[src/rtl/vx_ifetch_rsp_queue.sv]
// vx_ifetch_rsp_queue: fetch-response FIFO between I-cache and decode, with per-warp pending flags.
// Latency: 1 cycle push-to-head, no fall-through. Backpressure: in_ready_o drops only when full, never from out_ready_i.
// Optional VX_IFQ_PERF_EN adds full/stall cycle counters.
module vx_ifetch_rsp_queue #(
  parameter int CORE_ID     = 0,
  parameter int DEPTH       = 4,
  parameter int NUM_WARPS   = 4,
  parameter int NUM_THREADS = 4,
  parameter int UUID_BITS   = 44,
  parameter int NW_BITS     = (NUM_WARPS > 1) ? $clog2(NUM_WARPS) : 1,
  parameter int CNT_W       = $clog2(DEPTH + 1)
) (
  input  logic                   clk_i,
  input  logic                   rst_ni,
  input  logic                   flush_i,
  input  logic                   in_valid_i,
  output logic                   in_ready_o,
  input  logic [NW_BITS-1:0]     in_wid_i,
  input  logic [NUM_THREADS-1:0] in_tmask_i,
  input  logic [31:0]            in_pc_i,
  input  logic [31:0]            in_data_i,
  input  logic [UUID_BITS-1:0]   in_uuid_i,
  output logic                   out_valid_o,
  input  logic                   out_ready_i,
  output logic [NW_BITS-1:0]     out_wid_o,
  output logic [NUM_THREADS-1:0] out_tmask_o,
  output logic [31:0]            out_pc_o,
  output logic [31:0]            out_data_o,
  output logic [UUID_BITS-1:0]   out_uuid_o,
  output logic [CNT_W-1:0]       count_o,
  output logic [NUM_WARPS-1:0]   warp_pending_o
`ifdef VX_IFQ_PERF_EN
  ,
  output logic [63:0]            perf_full_cycles_o,
  output logic [63:0]            perf_stall_cycles_o
`endif
);

  localparam int PTR_W = $clog2(DEPTH);

  typedef struct packed {
    logic [NW_BITS-1:0]     wid;
    logic [NUM_THREADS-1:0] tmask;
    logic [31:0]            pc;
    logic [31:0]            data;
    logic [UUID_BITS-1:0]   uuid;
  } entry_t;

  entry_t               r_mem [DEPTH];
  logic [PTR_W-1:0]     r_wr_ptr;
  logic [PTR_W-1:0]     r_rd_ptr;
  logic [CNT_W-1:0]     r_count;
  logic [CNT_W-1:0]     r_cnt [NUM_WARPS];
  logic                 w_push;
  logic                 w_pop;
  logic [NUM_WARPS-1:0] w_inc;
  logic [NUM_WARPS-1:0] w_dec;
  entry_t               w_head;

  assign in_ready_o  = (r_count != CNT_W'(DEPTH));
  assign out_valid_o = (r_count != '0);
  assign w_push      = in_valid_i & in_ready_o;
  assign w_pop       = out_valid_o & out_ready_i;
  assign count_o     = r_count;

  assign w_head      = r_mem[r_rd_ptr];
  assign out_wid_o   = w_head.wid;
  assign out_tmask_o = w_head.tmask;
  assign out_pc_o    = w_head.pc;
  assign out_data_o  = w_head.data;
  assign out_uuid_o  = w_head.uuid;

  // Payload storage needs no reset; out_valid_o qualifies it.
  always_ff @(posedge clk_i) begin
    if (w_push && !flush_i) begin
      r_mem[r_wr_ptr] <= {in_wid_i, in_tmask_i, in_pc_i, in_data_i, in_uuid_i};
    end
  end

  always_ff @(posedge clk_i or negedge rst_ni) begin
    if (!rst_ni) begin
      r_wr_ptr <= '0;
      r_rd_ptr <= '0;
      r_count  <= '0;
    end else if (flush_i) begin
      r_wr_ptr <= '0;
      r_rd_ptr <= '0;
      r_count  <= '0;
    end else begin
      if (w_push) r_wr_ptr <= r_wr_ptr + PTR_W'(1);
      if (w_pop)  r_rd_ptr <= r_rd_ptr + PTR_W'(1);
      if (w_push && !w_pop)      r_count <= r_count + CNT_W'(1);
      else if (!w_push && w_pop) r_count <= r_count - CNT_W'(1);
    end
  end

  always_comb begin
    w_inc = '0;
    w_dec = '0;
    for (int w = 0; w < NUM_WARPS; w++) begin
      w_inc[w] = w_push && (in_wid_i == NW_BITS'(w));
      w_dec[w] = w_pop && (w_head.wid == NW_BITS'(w));
    end
  end

  always_ff @(posedge clk_i or negedge rst_ni) begin
    if (!rst_ni) begin
      for (int w = 0; w < NUM_WARPS; w++) r_cnt[w] <= '0;
    end else begin
      for (int w = 0; w < NUM_WARPS; w++) begin
        if (flush_i)                     r_cnt[w] <= '0;
        else if (w_inc[w] && !w_dec[w])  r_cnt[w] <= r_cnt[w] + CNT_W'(1);
        else if (!w_inc[w] && w_dec[w])  r_cnt[w] <= r_cnt[w] - CNT_W'(1);
      end
    end
  end

  always_comb begin
    warp_pending_o = '0;
    for (int w = 0; w < NUM_WARPS; w++) warp_pending_o[w] = (r_cnt[w] != '0);
  end

`ifdef VX_IFQ_PERF_EN
  // Perf counters survive flush; only reset clears them.
  always_ff @(posedge clk_i or negedge rst_ni) begin
    if (!rst_ni) begin
      perf_full_cycles_o  <= '0;
      perf_stall_cycles_o <= '0;
    end else begin
      if (in_valid_i && !in_ready_o)   perf_full_cycles_o  <= perf_full_cycles_o + 64'd1;
      if (out_valid_o && !out_ready_i) perf_stall_cycles_o <= perf_stall_cycles_o + 64'd1;
    end
  end
`endif

`ifndef SYNTHESIS
  int w_sum;
  always_comb begin
    w_sum = 0;
    for (int w = 0; w < NUM_WARPS; w++) w_sum = w_sum + int'(r_cnt[w]);
  end

  always_ff @(posedge clk_i) begin
    if (rst_ni) begin
      assert (!(w_push && r_count == CNT_W'(DEPTH)))
        else $error("ifq[%0d]: push while full", CORE_ID);
      assert (!(w_pop && r_count == '0))
        else $error("ifq[%0d]: pop while empty", CORE_ID);
      assert (w_sum == int'(r_count))
        else $error("ifq[%0d]: per-warp counters disagree with count", CORE_ID);
    end
  end
`endif

endmodule

[config.mk]
export PLATFORM = sky130hd
export DESIGN_NAME = vx_ifetch_rsp_queue
export DESIGN_NICKNAME = d
export VERILOG_FILES = /design/src/rtl/vx_ifetch_rsp_queue.sv
export SDC_FILE = /design/constraint.sdc
export NUM_CORES = 1
export LEC_CHECK = 0
export BUFFER_PORTS_ARGS = -buffer_cell sky130_fd_sc_hd__buf_4
export CORE_MARGIN = 3
export CORE_UTILIZATION = 53
export CTS_CLUSTER_DIAMETER = 100
export CTS_CLUSTER_SIZE = 24
export DETAILED_ROUTE_END_ITERATION = 16
export PLACE_DENSITY = 0.74
export SYNTH_ARGS = -nofsm -noshare
export SYNTH_HDL_FRONTEND = slang
export SYNTH_SLANG_ARGS = --single-unit
[constraint.sdc]
create_clock -name clk_i -period 8 [get_ports clk_i]
set_input_delay 0.8 -clock clk_i [delete_from_list [all_inputs] [get_ports clk_i]]
set_output_delay 0.8 -clock clk_i [all_outputs]
set_load 0.05 [all_outputs]
==> results of run 1 <==
[metal layers]
layer,global-route usage,routed length (microns),up-vias
met5,0,0,-
met4,0.03274,476,0
met3,0.06287,3059,41
met2,0.2960,16620,262
met1,0.2623,13830,4454
li1,-,-,3751
[placed cells by master, fill, tap and decap left out, types with 3 or more instances in the layout]
master,netlist,final
sky130_fd_sc_hd__edfxtp_1,456,456
sky130_fd_sc_hd__buf_4,0,250
sky130_fd_sc_hd__mux4_2,114,114
sky130_fd_sc_hd__clkbuf_16,0,23
sky130_fd_sc_hd__nor2_1,20,20
sky130_fd_sc_hd__clkbuf_1,19,17
sky130_fd_sc_hd__dfrtp_1,19,17
sky130_fd_sc_hd__inv_1,14,14
sky130_fd_sc_hd__nand4_1,10,10
sky130_fd_sc_hd__nor3_1,9,9
sky130_fd_sc_hd__or3_1,9,9
sky130_fd_sc_hd__nand3_1,7,7
sky130_fd_sc_hd__nor4_1,6,6
sky130_fd_sc_hd__nand2_1,5,5
sky130_fd_sc_hd__fa_1,5,5
sky130_fd_sc_hd__nand3b_1,4,4
sky130_fd_sc_hd__and2_4,0,4
sky130_fd_sc_hd__xnor3_1,4,4
sky130_fd_sc_hd__o21ai_0,4,4
sky130_fd_sc_hd__ha_1,4,4
sky130_fd_sc_hd__a21oi_1,3,3
sky130_fd_sc_hd__or4_1,3,3
sky130_fd_sc_hd__or4b_1,3,3
sky130_fd_sc_hd__nor3b_1,4,3
sky130_fd_sc_hd__o2111ai_1,3,3
[logic make-up (layout without fill, tap and decap cells)]
group           count (synthesis)  in the layout  share of synthesized area
fa+ha+maj                       9              9                   0.008326
buf+inv                        51            306                    0.01173
simple gates                   98             98                    0.03310
compound gates                 24             24                    0.01062
other cells                     0              1                          0
xor+xnor                        7              7                   0.006453
flops                         475            475                     0.7857
mux                           117            117                     0.1441
[metrics by stage]
| stage | area (sq um) | util |
|---|---|---|
| 2_1_floorplan | 18030 | - |
| 3_3_place_gp | 20330 | 0.6155 |
| 3_5_place_dp | 20330 | 0.6155 |
| 4_1_cts | 20980 | 0.6350 |
| 5_1_grt | 20980 | 0.6350 |
| 6_report | 20980 | 0.6351 |
[report_power, final]
group          switching (mW)  internal, mW
Sequential              0.135          2.91
Combinational            1.59         0.888
Clock                   0.701         0.549
Total                    2.43          4.34
[flip-flops by register name (all words and copies together) (netlist names)]
signal,flops
r_wr_ptr,2
r_cnt,12
r_rd_ptr,2
r_mem,456
count_o,3
[final cells by class]
cell class	instances	area [sq um]	share of cell area
antenna	1	2.502	0.0001193
tap	442	553.0	0.02636
clock buffer	40	639.4	0.03048
inverter	15	56.30	0.002684
multi-input combinational	255	3669	0.1749
sequential	475	14180	0.6757
clock inverter	1	6.256	0.0002982
timing repair buffer	250	1877	0.08946
[worst min path at each step]
| stage | end | slack [ps] |
|---|---|---|
| 6_report | r_cnt[10] | 130 |
| 5_1_grt | r_cnt[0] | 120 |
| 4_1_cts | r_cnt[10] | 110 |
| 3_5_place_dp | r_cnt[5] | 580 |
| 3_3_place_gp | r_cnt[1] | 550 |
| 2_1_floorplan | count_o[0] | 500 |
==> results.md, run 1 <==
- Result of the run: complete, no violations
- Library cell occupying the most area in the post-synthesis netlist: sky130_fd_sc_hd__edfxtp_1
- RSZ-0062 raised after global routing: false
- Predominant post-synthesis flop cell: sky130_fd_sc_hd__edfxtp_1
- Synth warn: 0
- Detailed-routing iteration count for the pre-antenna-repair pass: 5
- R2R Path End: r_cnt[8]
- Number of H-tree branching levels: 1
- Hpwl dp: 21040 microns
- Worst min path class: in -> async
- Top cells by area in the synthesized netlist: sky130_fd_sc_hd__edfxtp_1 (76%), sky130_fd_sc_hd__mux4_2 (14%), sky130_fd_sc_hd__dfrtp_1 (2.6%), sky130_fd_sc_hd__fa_1 (0.56%), sky130_fd_sc_hd__xnor3_1 (0.50%)
- Share of layout cells above drive strength 1: 0.3890
- Share of the yosys chip area belonging to registers: 0.7857
- Buffer levels on the longest clock path: 3
- Share of the synthesized area in the top cell type: 0.7593
- Average cell area after synthesis: 23.09 sq um
- Lkg Pwr: 6.946 nW
- # rows: 66
- Worst slew slack as a fraction of its limit: 0.2702
- Congestion Overflow GR: 0
- Clock transition at path regs: approximately 100 ps
- Vert. Die Dim: approximately 190 microns
- Post-detailed-routing wire length: 33990 microns
- Overall routing resource usage: 0.1868
- Netlist cell types: 52
- Clock latency of the later-clocked register in the worst-skew pair: ~540 ps
- Flop2flop setup slack: 4300 ps
- Placer Congestion: between 0.8 and 0.9
- Final count of hold timing violations: 0
- Critical path class: reg -> out
- DIE AREA: 0.03628 sq mm
- Number of CTS-inserted buffers: 23
- Async set-or-reset flop fraction in the synthesized netlist: 0.04000
- Count of final setup violators: 0
- Final ANT Viol Nets: 0
- Buffers on Ports: ~240
- Area of the mapped netlist: roughly 0.018 sq mm
- Least-Margin Pin Slew: ~1100 ps
- Required time of the critical path: between 7000 and 8000 ps
- Global-route wire length before repair: approximately 52000 microns
- Setup TNS: 0 ps
- Reg-to-reg critical path startpoint: r_rd_ptr[1]
- Origin of the worst setup path: r_rd_ptr[0]
- Synth Instances: between 700 and 800
- Shortest clock period the worst path allows after layout: 4026 ps
- Worst VDD drop: 0.0002718 V
- Cells along the critical path: buf_4 -> mux4_2 -> buf_4
- Fin worst setup slack: 3974 ps
- CTS tree: done
- Maximum clock skew at final layout: 11.25 ps
- Crit. End Element: output pin
- CP max stage cell: sky130_fd_sc_hd__dfrtp_4
- Number of enable flip-flop cells after synthesis: 456
- Hold Worst Slack: 127.0 ps
- Worst setup path end: out_uuid_o[13]
- Number of antenna violations at the first check in global routing: 0
- Library cell appearing most often on the critical path: sky130_fd_sc_hd__buf_4
- Cell total after placement: 1437
- Fin cells: between 1000 and 1500
- Number of buffers added to fix hold violations after cts: 0
- Area grow syn2layout: 16.33%
- Final slew viol count: 0
- Most frequent cells after synthesis: sky130_fd_sc_hd__edfxtp_1 (456), sky130_fd_sc_hd__mux4_2 (114), sky130_fd_sc_hd__nor2_1 (20)
- CP Depth: 3
- Gates resized, CTS repair: 0
- Library cell with the highest instance count after synthesis: sky130_fd_sc_hd__edfxtp_1
- Vias per cell: about 5.8
- Core region area: ~0.033 sq mm
- Flops & latches, synth: 475
- Element type at the critical path start: flop
- Synthesized net count: 909
- Root buffer cell: sky130_fd_sc_hd__clkbuf_16
- Post-DR wirelength/cell: 22.98 microns
- Maxcap violations: 0
- Maximum fanout along the worst path: 45
- Number of top-level design ports: between 200 and 250
- Critical Path Max Stage Delay: 920 ps
- Via count of the first global-routing pass: 8856
- # DRC: 0
- Total number of clock tree sinks: 475
- Horiz. Die Dim: about 190 microns
- Starting utilization of the core area: 0.5459
- Worst setup slack before clock tree synthesis: 4317 ps
- Largest net degree at the start of global routing: 71
- Design Power: 6.770 mW
- Arrival time of data at the critical path endpoint: 3230 ps
- Power per cell area: 322.7 mW/mm^2
- Kind of cell with the highest combined delay on the critical path: buffers and inverters
- Iter 0 DRT Violations: ~750
- Count of cells along the worst register-to-register path: 8
- Count of fill cells added during filler insertion: 2289
- Final clock period utilization by the worst path: 0.5033
- F_max: 0.2484 GHz
- Final-stage net count: 1148
- Post CTS Setup Buffer Count: 0
- Number of buffer and inverter instances along the worst setup path: 2
- Via count: approximately 8500
Note: power is estimated with default switching activity, not from simulation.
==> run 2, diff against run 1 <==
--- a/config.mk
+++ b/config.mk
@@ -7,11 +7,11 @@
 export LEC_CHECK = 0
 export BUFFER_PORTS_ARGS = -buffer_cell sky130_fd_sc_hd__buf_4
 export CORE_MARGIN = 3
-export CORE_UTILIZATION = 53
+export CORE_UTILIZATION = 52
 export CTS_CLUSTER_DIAMETER = 100
 export CTS_CLUSTER_SIZE = 24
 export DETAILED_ROUTE_END_ITERATION = 16
-export PLACE_DENSITY = 0.74
+export PLACE_DENSITY = 0.76
 export SYNTH_ARGS = -nofsm -noshare
 export SYNTH_HDL_FRONTEND = slang
 export SYNTH_SLANG_ARGS = --single-unit
==> constraint.sdc (replaced) <==
create_clock -name clk_i -period 3.7 [get_ports clk_i]
set_input_delay 0.37 -clock clk_i [delete_from_list [all_inputs] [get_ports clk_i]]
set_output_delay 0.37 -clock clk_i [all_outputs]
set_load 0.05 [all_outputs]
==> run 2 against run 1 <==
  * Utilization down 0.40 points
  * Global-route usage increased by 0.060 points
  * Die area is 1.9% higher
  * Sequential power grew 110%
  * Hold slack worse by 99 ps
  * Power increased by 120%
  * Non-clock buffer count is 27 higher
  * Critical path depth up 5
  * Sequential share of layout area down 1.2 points
  * Register-to-register slack got worse by 3700 ps
  * Highest routed layer is now met5
==> results.md, run 2 (same netlist as run 1, synthesis figures left out) <==
- Total number of clock tree sinks: 475
- Number of H-tree branching levels: 1
- Clock transition at path regs: 90 ps
- RSZ-0062 raised after global routing: false
- Placer Congestion: 0.7905
- Congestion Overflow GR: 0
- Area used by sequential logic in the layout: 0.01418 sq mm
- Number of buffers added to fix hold violations after cts: 11
- Most flop-heavy register: r_mem
- Clock latency of the later-clocked register in the worst-skew pair: around 540 ps
- Post CTS Setup Buffer Count: 0
- Least-Margin Pin Slew: 1036 ps
- Gates resized, CTS repair: 0
- Horiz. Die Dim: between 150 and 200 microns
- Via count of the first global-routing pass: between 9000 and 10000
- Maxcap violations: 0
- Final count of hold timing violations: 0
- Arrival time of data at the critical path endpoint: 3500 ps
- Number of top-level design ports: 242
- Global Route met2 Usage: 0.3056
- Min-Delay Startpoint: in_pc_i[10]
- Critical path class: reg -> reg
- Flip-flop count of the largest register, all copies and words added: between 400 and 500
- Starting utilization of the core area: 0.5325
- Lkg Pwr: 7.098 nW
- Worst VDD drop: approximately 0.00055 V
- Routing usage on met3: 0.05968
- Commonest non-fill, non-tap cell in the layout: sky130_fd_sc_hd__edfxtp_1
- Shortest clock period the worst path allows after layout: 3086 ps
- Commonest cells after routing, fill and taps aside: sky130_fd_sc_hd__edfxtp_1 (456), sky130_fd_sc_hd__buf_4 (248), sky130_fd_sc_hd__mux4_2 (114)
- Vert. Die Dim: 192.2 microns
- Met1 Use GR: 0.2453
- Kind of cell with the highest combined delay on the critical path: simple AND/OR/NAND/NOR gates
- Buffers on Ports: around 240
- # DRC: 0
- Area used by multi-input combinational logic: 0.003669 sq mm
- Root buffer cell: sky130_fd_sc_hd__clkbuf_16
- Number of buffer and inverter instances along the worst setup path: 0
- Number of CTS-inserted buffers: 23
- Global-route wire length before repair: 52610 microns
- Via count: 8606
- Setup TNS: 0 ps
- Iter 0 DRT Violations: 563
- CTS tree: done
- Fin cells: 1512
- Number of antenna violations at the first check in global routing: 3
- Worst min path class: in -> reg
- Busiest layer in global routing: met2
- Hpwl dp: 21770 microns
- Count of fill cells added during filler insertion: 2332
- Origin of the worst setup path: r_rd_ptr[0]
- Maximum fanout along the worst path: 15
- Final clock period utilization by the worst path: 0.8339
- Worst slew slack as a fraction of its limit: 0.3091
- Post-detailed-routing wire length: between 30000 and 40000 microns
- Design Power: 14.69 mW
- CP max stage cell: sky130_fd_sc_hd__mux4_2
- Core Util, Final: 0.6311
- Overall routing resource usage: 0.1874
- Maximum clock skew at final layout: 16.92 ps
- Core region area: roughly 0.034 sq mm
- Element type at the critical path start: flop
- Reg-to-reg critical path startpoint: r_rd_ptr[0]
- Crit. End Element: flop
- Detailed-routing iteration count for the pre-antenna-repair pass: 5
- Buffer levels on the longest clock path: 3
- # rows: 67
- Largest net degree at the start of global routing: 102
- Cell total after placement: 1452
- F_max: roughly 0.32 GHz
- DIE AREA: 0.03695 sq mm
- Power per cell area: ~700 mW/mm^2
- Final-stage net count: 1175
- Hold Worst Slack: 28.38 ps
- Area grow syn2layout: 18.52%
- Critical Path Max Stage Delay: 680 ps
- Final ANT Viol Nets: 0
- Post-DR wirelength/cell: approximately 23 microns
- Share of layout cells above drive strength 1: 0.3876
- Required time of the critical path: between 4000 and 5000 ps
- Final slew viol count: 0
- Result of the run: complete, no violations
- Vias per cell: 5.692
- Count of final setup violators: 0
- Cells along the critical path: mux4_2 -> nor3_4 -> nor3_1 -> fa_1 -> and3b_1 -> nand3_1 -> o2111ai_1 -> or4_1
==> run 2: metal layers <==
metal,routed length [microns],part of all wire
met4,1061,0.031
met1,13320,0.39
met3,3215,0.093
met5,27,0.00078
met2,16940,0.49
==> run 2: where the power goes <==
group	internal [mW]	switching [mW]
Sequential	6.28	0.146
Clock	1.19	1.52
Combinational	1.98	3.59
Total	9.44	5.25
==> run 2: cell type report <==
type | instances | area share
flip-flops and latches | 475 | 0.6633
multi-input cells | 255 | 0.1716
repair buffers | 277 | 0.1058
clock buffers | 40 | 0.02991
well taps | 448 | 0.02623
inverters | 15 | 0.002634
clock inverters | 1 | 0.0003512
diodes | 1 | 0.0001171
==> run 2: final timing paths <==
path / endpoint / slack [ps] / cells past startpoint
min: r_mem[3][86] / 30 / 1
min in group asynchronous: r_cnt[7] / 240 / 2
max in group asynchronous: r_rd_ptr[0] / 3200 / 2
max reg2reg: r_cnt[11] / 610 / 8
min reg2reg: r_cnt[1] / 580 / 2
max: r_cnt[11] / 610 / 8
==> run 2: stage by stage <==
stage          area, sq um  setup WS [ps]
2_1_floorplan        18040          172.9
3_3_place_gp         20540          702.3
3_5_place_dp         20540          655.1
4_1_cts              21300          543.0
5_1_grt              21370          466.4
6_report             21370          614.4
==> run 2: worst reg2reg max path, delay by kind of cell, from the launching register on <==
| kind | cells | cell delay [ps] |
|---|---|---|
| DFF | 1 | 470 |
| and+or+nand+nor | 5 | 1270 |
| adders and majority gates | 1 | 420 |
| AOI/OAI and AO/OA | 1 | 120 |
| muxes | 1 | 680 |
==> run 3, diff against run 2 <==
--- a/config.mk
+++ b/config.mk
@@ -5,13 +5,14 @@
 export SDC_FILE = /design/constraint.sdc
 export NUM_CORES = 1
 export LEC_CHECK = 0
+export ABC_AREA = 1
 export BUFFER_PORTS_ARGS = -buffer_cell sky130_fd_sc_hd__buf_4
 export CORE_MARGIN = 3
-export CORE_UTILIZATION = 52
+export CORE_UTILIZATION = 53
 export CTS_CLUSTER_DIAMETER = 100
 export CTS_CLUSTER_SIZE = 24
 export DETAILED_ROUTE_END_ITERATION = 16
-export PLACE_DENSITY = 0.76
+export PLACE_DENSITY = 0.74
 export SYNTH_ARGS = -nofsm -noshare
 export SYNTH_HDL_FRONTEND = slang
 export SYNTH_SLANG_ARGS = --single-unit
==> constraint.sdc (replaced) <==
create_clock -name clk_i -period 3.2 [get_ports clk_i]
set_input_delay 0.32 -clock clk_i [delete_from_list [all_inputs] [get_ports clk_i]]
set_output_delay 0.32 -clock clk_i [all_outputs]
set_load 0.05 [all_outputs]
==> run 3 against run 2 <==
  * Register-to-register slack improved by 260 ps
  * Wire length up 14%
  * First-iteration DRC count grew 48%
  * Combinational power down 3.8%
  * Count of clock-buffer cells in the layout unchanged
  * Utilization grew 3.3 points
  * Design area rose by 4.4%
  * Via count rose by 34%
  * Hold slack lost 1.1 ps
  * Sequential cell count unchanged
  * Global-route usage grew 2.4 points
  * Synthesized cell count is 66% higher
  * Critical endpoint is now out_data_o[19]
==> results.md, run 3 <==
- Result of the run: complete, no violations
- Largest net degree at the start of global routing: about 140
- Crit. End Element: output pin
- Shortest clock period the worst path allows after layout: roughly 3000 ps
- Lkg Pwr: between 7 and 8 nW
- CTS tree: done
- Count of fill cells added during filler insertion: between 2000 and 2500
- Total number of clock tree sinks: 475
- Final clock period utilization by the worst path: 0.9336
- Hold Worst Slack: 27.32 ps
- Worst min path class: in -> reg
- Predominant post-synthesis flop cell: sky130_fd_sc_hd__edfxtp_1
- Library cell with the highest instance count after synthesis: sky130_fd_sc_hd__edfxtp_1
- Least-Margin Pin Slew: 983.5 ps
- Gates resized, CTS repair: 0
- Power per cell area: 713.8 mW/mm^2
- Number of buffer and inverter instances along the worst setup path: 3
- Clock latency of the later-clocked register in the worst-skew pair: 540 ps
- Flip-flop count of the largest register, all copies and words added: 456
- Required time of the critical path: 2880 ps
- # rows: 67
- DIE AREA: roughly 0.036 sq mm
- Most flop-heavy register: r_mem
- Most frequent cells after synthesis: sky130_fd_sc_hd__edfxtp_1 (456), sky130_fd_sc_hd__nor2_1 (242), sky130_fd_sc_hd__o21ai_0 (228)
- Via count: 11570
- Vert. Die Dim: 191.0 microns
- Share of the yosys chip area belonging to registers: 0.7815
- Cells along the critical path: inv_6 -> buf_4 -> o21ai_0 -> o22ai_1 -> buf_4
- Average cell area after synthesis: 14.00 sq um
- Maxcap violations: 0
- Congestion Overflow GR: 0
- Share of layout cells above drive strength 1: 0.1920
- Commonest cells after routing, fill and taps aside: sky130_fd_sc_hd__edfxtp_1 (456), sky130_fd_sc_hd__buf_4 (249), sky130_fd_sc_hd__nor2_1 (237)
- Horiz. Die Dim: 191.0 microns
- Area of the mapped netlist: between 0.015 and 0.02 sq mm
- Number of H-tree branching levels: 1
- Commonest non-fill, non-tap cell in the layout: sky130_fd_sc_hd__edfxtp_1
- Buffer levels on the longest clock path: 3
- Top cells by area in the synthesized netlist: sky130_fd_sc_hd__edfxtp_1 (76%), sky130_fd_sc_hd__o21ai_0 (6.3%), sky130_fd_sc_hd__nor2_1 (5.0%), sky130_fd_sc_hd__o22ai_1 (3.9%), sky130_fd_sc_hd__dfrtp_1 (2.6%)
- Starting utilization of the core area: 0.5394
- F_max: 0.3347 GHz
- Placer Congestion: 0.7899
- Number of antenna violations at the first check in global routing: 2
- Synth warn: 0
- Fin cells: ~2100
- Area grow syn2layout: 23.03%
- Psw: roughly 5.8 mW
- Core region area: between 0.03 and 0.04 sq mm
- Library cell appearing most often on the critical path: sky130_fd_sc_hd__buf_4
- Overall routing resource usage: 0.2117
- Net Sw Frac: 0.3627
- Vias per cell: 5.563
- Arrival time of data at the critical path endpoint: 2670 ps
- Via count of the first global-routing pass: 11560
- Buffers on Ports: between 200 and 250
- Flops & latches, synth: 475
- Hpwl dp: 21590 microns
- Library cell occupying the most area in the post-synthesis netlist: sky130_fd_sc_hd__edfxtp_1
- Iter 0 DRT Violations: 835
- Post-detailed-routing wire length: 39490 microns
- Setup TNS: 0 ps
- Worst slew slack as a fraction of its limit: 0.3443
- Synthesized net count: ~1400
- Number of top-level design ports: approximately 240
- Detailed-routing iteration count for the pre-antenna-repair pass: 5
- Number of enable flip-flop cells after synthesis: 456
- Root buffer cell: sky130_fd_sc_hd__clkbuf_16
- Final-stage net count: 1741
- Maximum fanout along the worst path: 98
- Internal power: 10.15 mW
- Clock transition at path regs: ~100 ps
- Async set-or-reset flop fraction in the synthesized netlist: 0.04000
- Share of the synthesized area in the top cell type: 0.7552
- Final ANT Viol Nets: 0
- Final count of hold timing violations: 0
- Global-route wire length before repair: 61190 microns
- Netlist cell types: 30
- Relative contribution of combinational cells to total power: 0.336
- Core Util, Final: 0.6636
- Synth Instances: 1295
- Worst VDD drop: between 0.0007 and 0.0008 V
- Critical path class: reg -> out
- CP max stage cell: sky130_fd_sc_hd__buf_4
- Critical Path Max Stage Delay: 720 ps
- Element type at the critical path start: flop
- Final slew viol count: 0
- Count of final setup violators: 0
- Clock network fraction of design power: 0.204
- Post-DR wirelength/cell: 18.98 microns
- RSZ-0062 raised after global routing: false
- Number of CTS-inserted buffers: 23
- Cell total after placement: just under 2000
- Design Power: roughly 16 mW
- # DRC: 0
- Relative contribution of sequential cells to total power: 0.460
- Kind of cell with the highest combined delay on the critical path: buffers and inverters
- Maximum clock skew at final layout: 9.720 ps
run 3: cell count changes after synthesis, moves of 8 or more:
| cell | delta |
|---|---|
| sky130_fd_sc_hd__clkbuf_1 | +49 |
| sky130_fd_sc_hd__inv_1 | +21 |
| sky130_fd_sc_hd__mux4_2 | -114 |
| sky130_fd_sc_hd__nand2_1 | +53 |
| sky130_fd_sc_hd__nand3_1 | +10 |
| sky130_fd_sc_hd__nor2_1 | +222 |
| sky130_fd_sc_hd__nor3_1 | -8 |
| sky130_fd_sc_hd__o21ai_0 | +224 |
| sky130_fd_sc_hd__o22ai_1 | +113 |
| sky130_fd_sc_hd__or3_1 | -9 |
run 3: metrics by stage:
stage | instance area [sq um] | setup slack (ps)
4_1_cts | 22300 | 211.2
6_report | 22310 | 212.5
2_1_floorplan | 18190 | 8.325
3_3_place_gp | 20490 | 847.5
3_5_place_dp | 20490 | 808.6
5_1_grt | 22310 | 1.544
run 3: cell families (layout without fill, tap and decap cells):
logic type,after synthesis,after routing,synth area share
other,0,2,0
XOR/XNOR,5,5,0.002416
adder cells (fa/ha/maj),9,9,0.008281
flip-flops,475,475,0.7815
buffers and inverters,115,450,0.02553
AO/OA/AOI/OAI,349,349,0.1045
AND/OR/NAND/NOR,342,342,0.07784
run 3: power by group through the flow:
stage | Combinational, mW | Clock (mW) | Sequential (mW)
2_1_floorplan | 3.56 | 0 | 7.49
3_3_place_gp | 5.15 | 0 | 7.46
3_5_place_dp | 5.24 | 0 | 7.47
4_1_cts | 5.37 | 3.32 | 7.33
5_1_grt | 5.70 | 3.54 | 7.36
6_report | 5.35 | 3.24 | 7.33
run 3: worst paths after layout:
check                             from             end  slack [ps]  cells after the start
min in group asynchronous       rst_ni      count_o[0]         190                      2
min reg2reg                   r_cnt[6]        r_cnt[6]         540                      2
max                        r_rd_ptr[0]  out_data_o[19]         210                      5
min                        in_wid_i[1]   r_mem[2][113]          30                      1
max reg2reg                r_rd_ptr[1]       r_cnt[11]         870                     12
max in group asynchronous       rst_ni     r_rd_ptr[0]        2760                      2
run 3: area by class of cell:
class | count | area, sq um | share of cell area
Multi-Input combinational cell | 705 | 3555 | 0.1593
Sequential cell | 475 | 14180 | 0.6356
Inverter | 37 | 148.9 | 0.006675
Tap cell | 448 | 560.5 | 0.02513
Clock buffer | 40 | 639.4 | 0.02866
Timing Repair Buffer | 371 | 3181 | 0.1426
Antenna cell | 2 | 5.005 | 0.0002244
Clock inverter | 2 | 38.79 | 0.001739
run 3: repair_timing:
action | 4_1_cts | 5_1_grt
hold endpoints to repair | 467 | 0
hold buffers | 113 | 0
setup buffers | 0 | 0
run 3: layer usage:
layer / part of all wire / wire length, microns / GRT usage
met4: 0.027 / 1051 / 0.05588
met5: 0 / 0 / 0
met3: 0.081 / 3196 / 0.04768
met1: 0.40 / 15820 / 0.2785
met2: 0.49 / 19420 / 0.3603
run 3: worst register-to-register path, cell delays in order, from the launching register on:
cell,delay [ps]
sky130_fd_sc_hd__dfrtp_4,650
sky130_fd_sc_hd__inv_4,150
sky130_fd_sc_hd__nand3_1,80
sky130_fd_sc_hd__nand2_1,150
sky130_fd_sc_hd__nand3_1,110
sky130_fd_sc_hd__nand2_1,160
sky130_fd_sc_hd__inv_1,80
sky130_fd_sc_hd__fa_1,390
sky130_fd_sc_hd__xnor2_1,180
sky130_fd_sc_hd__nand3b_1,130
sky130_fd_sc_hd__nand2_1,50
sky130_fd_sc_hd__nand2_1,50
sky130_fd_sc_hd__nand2_1,50
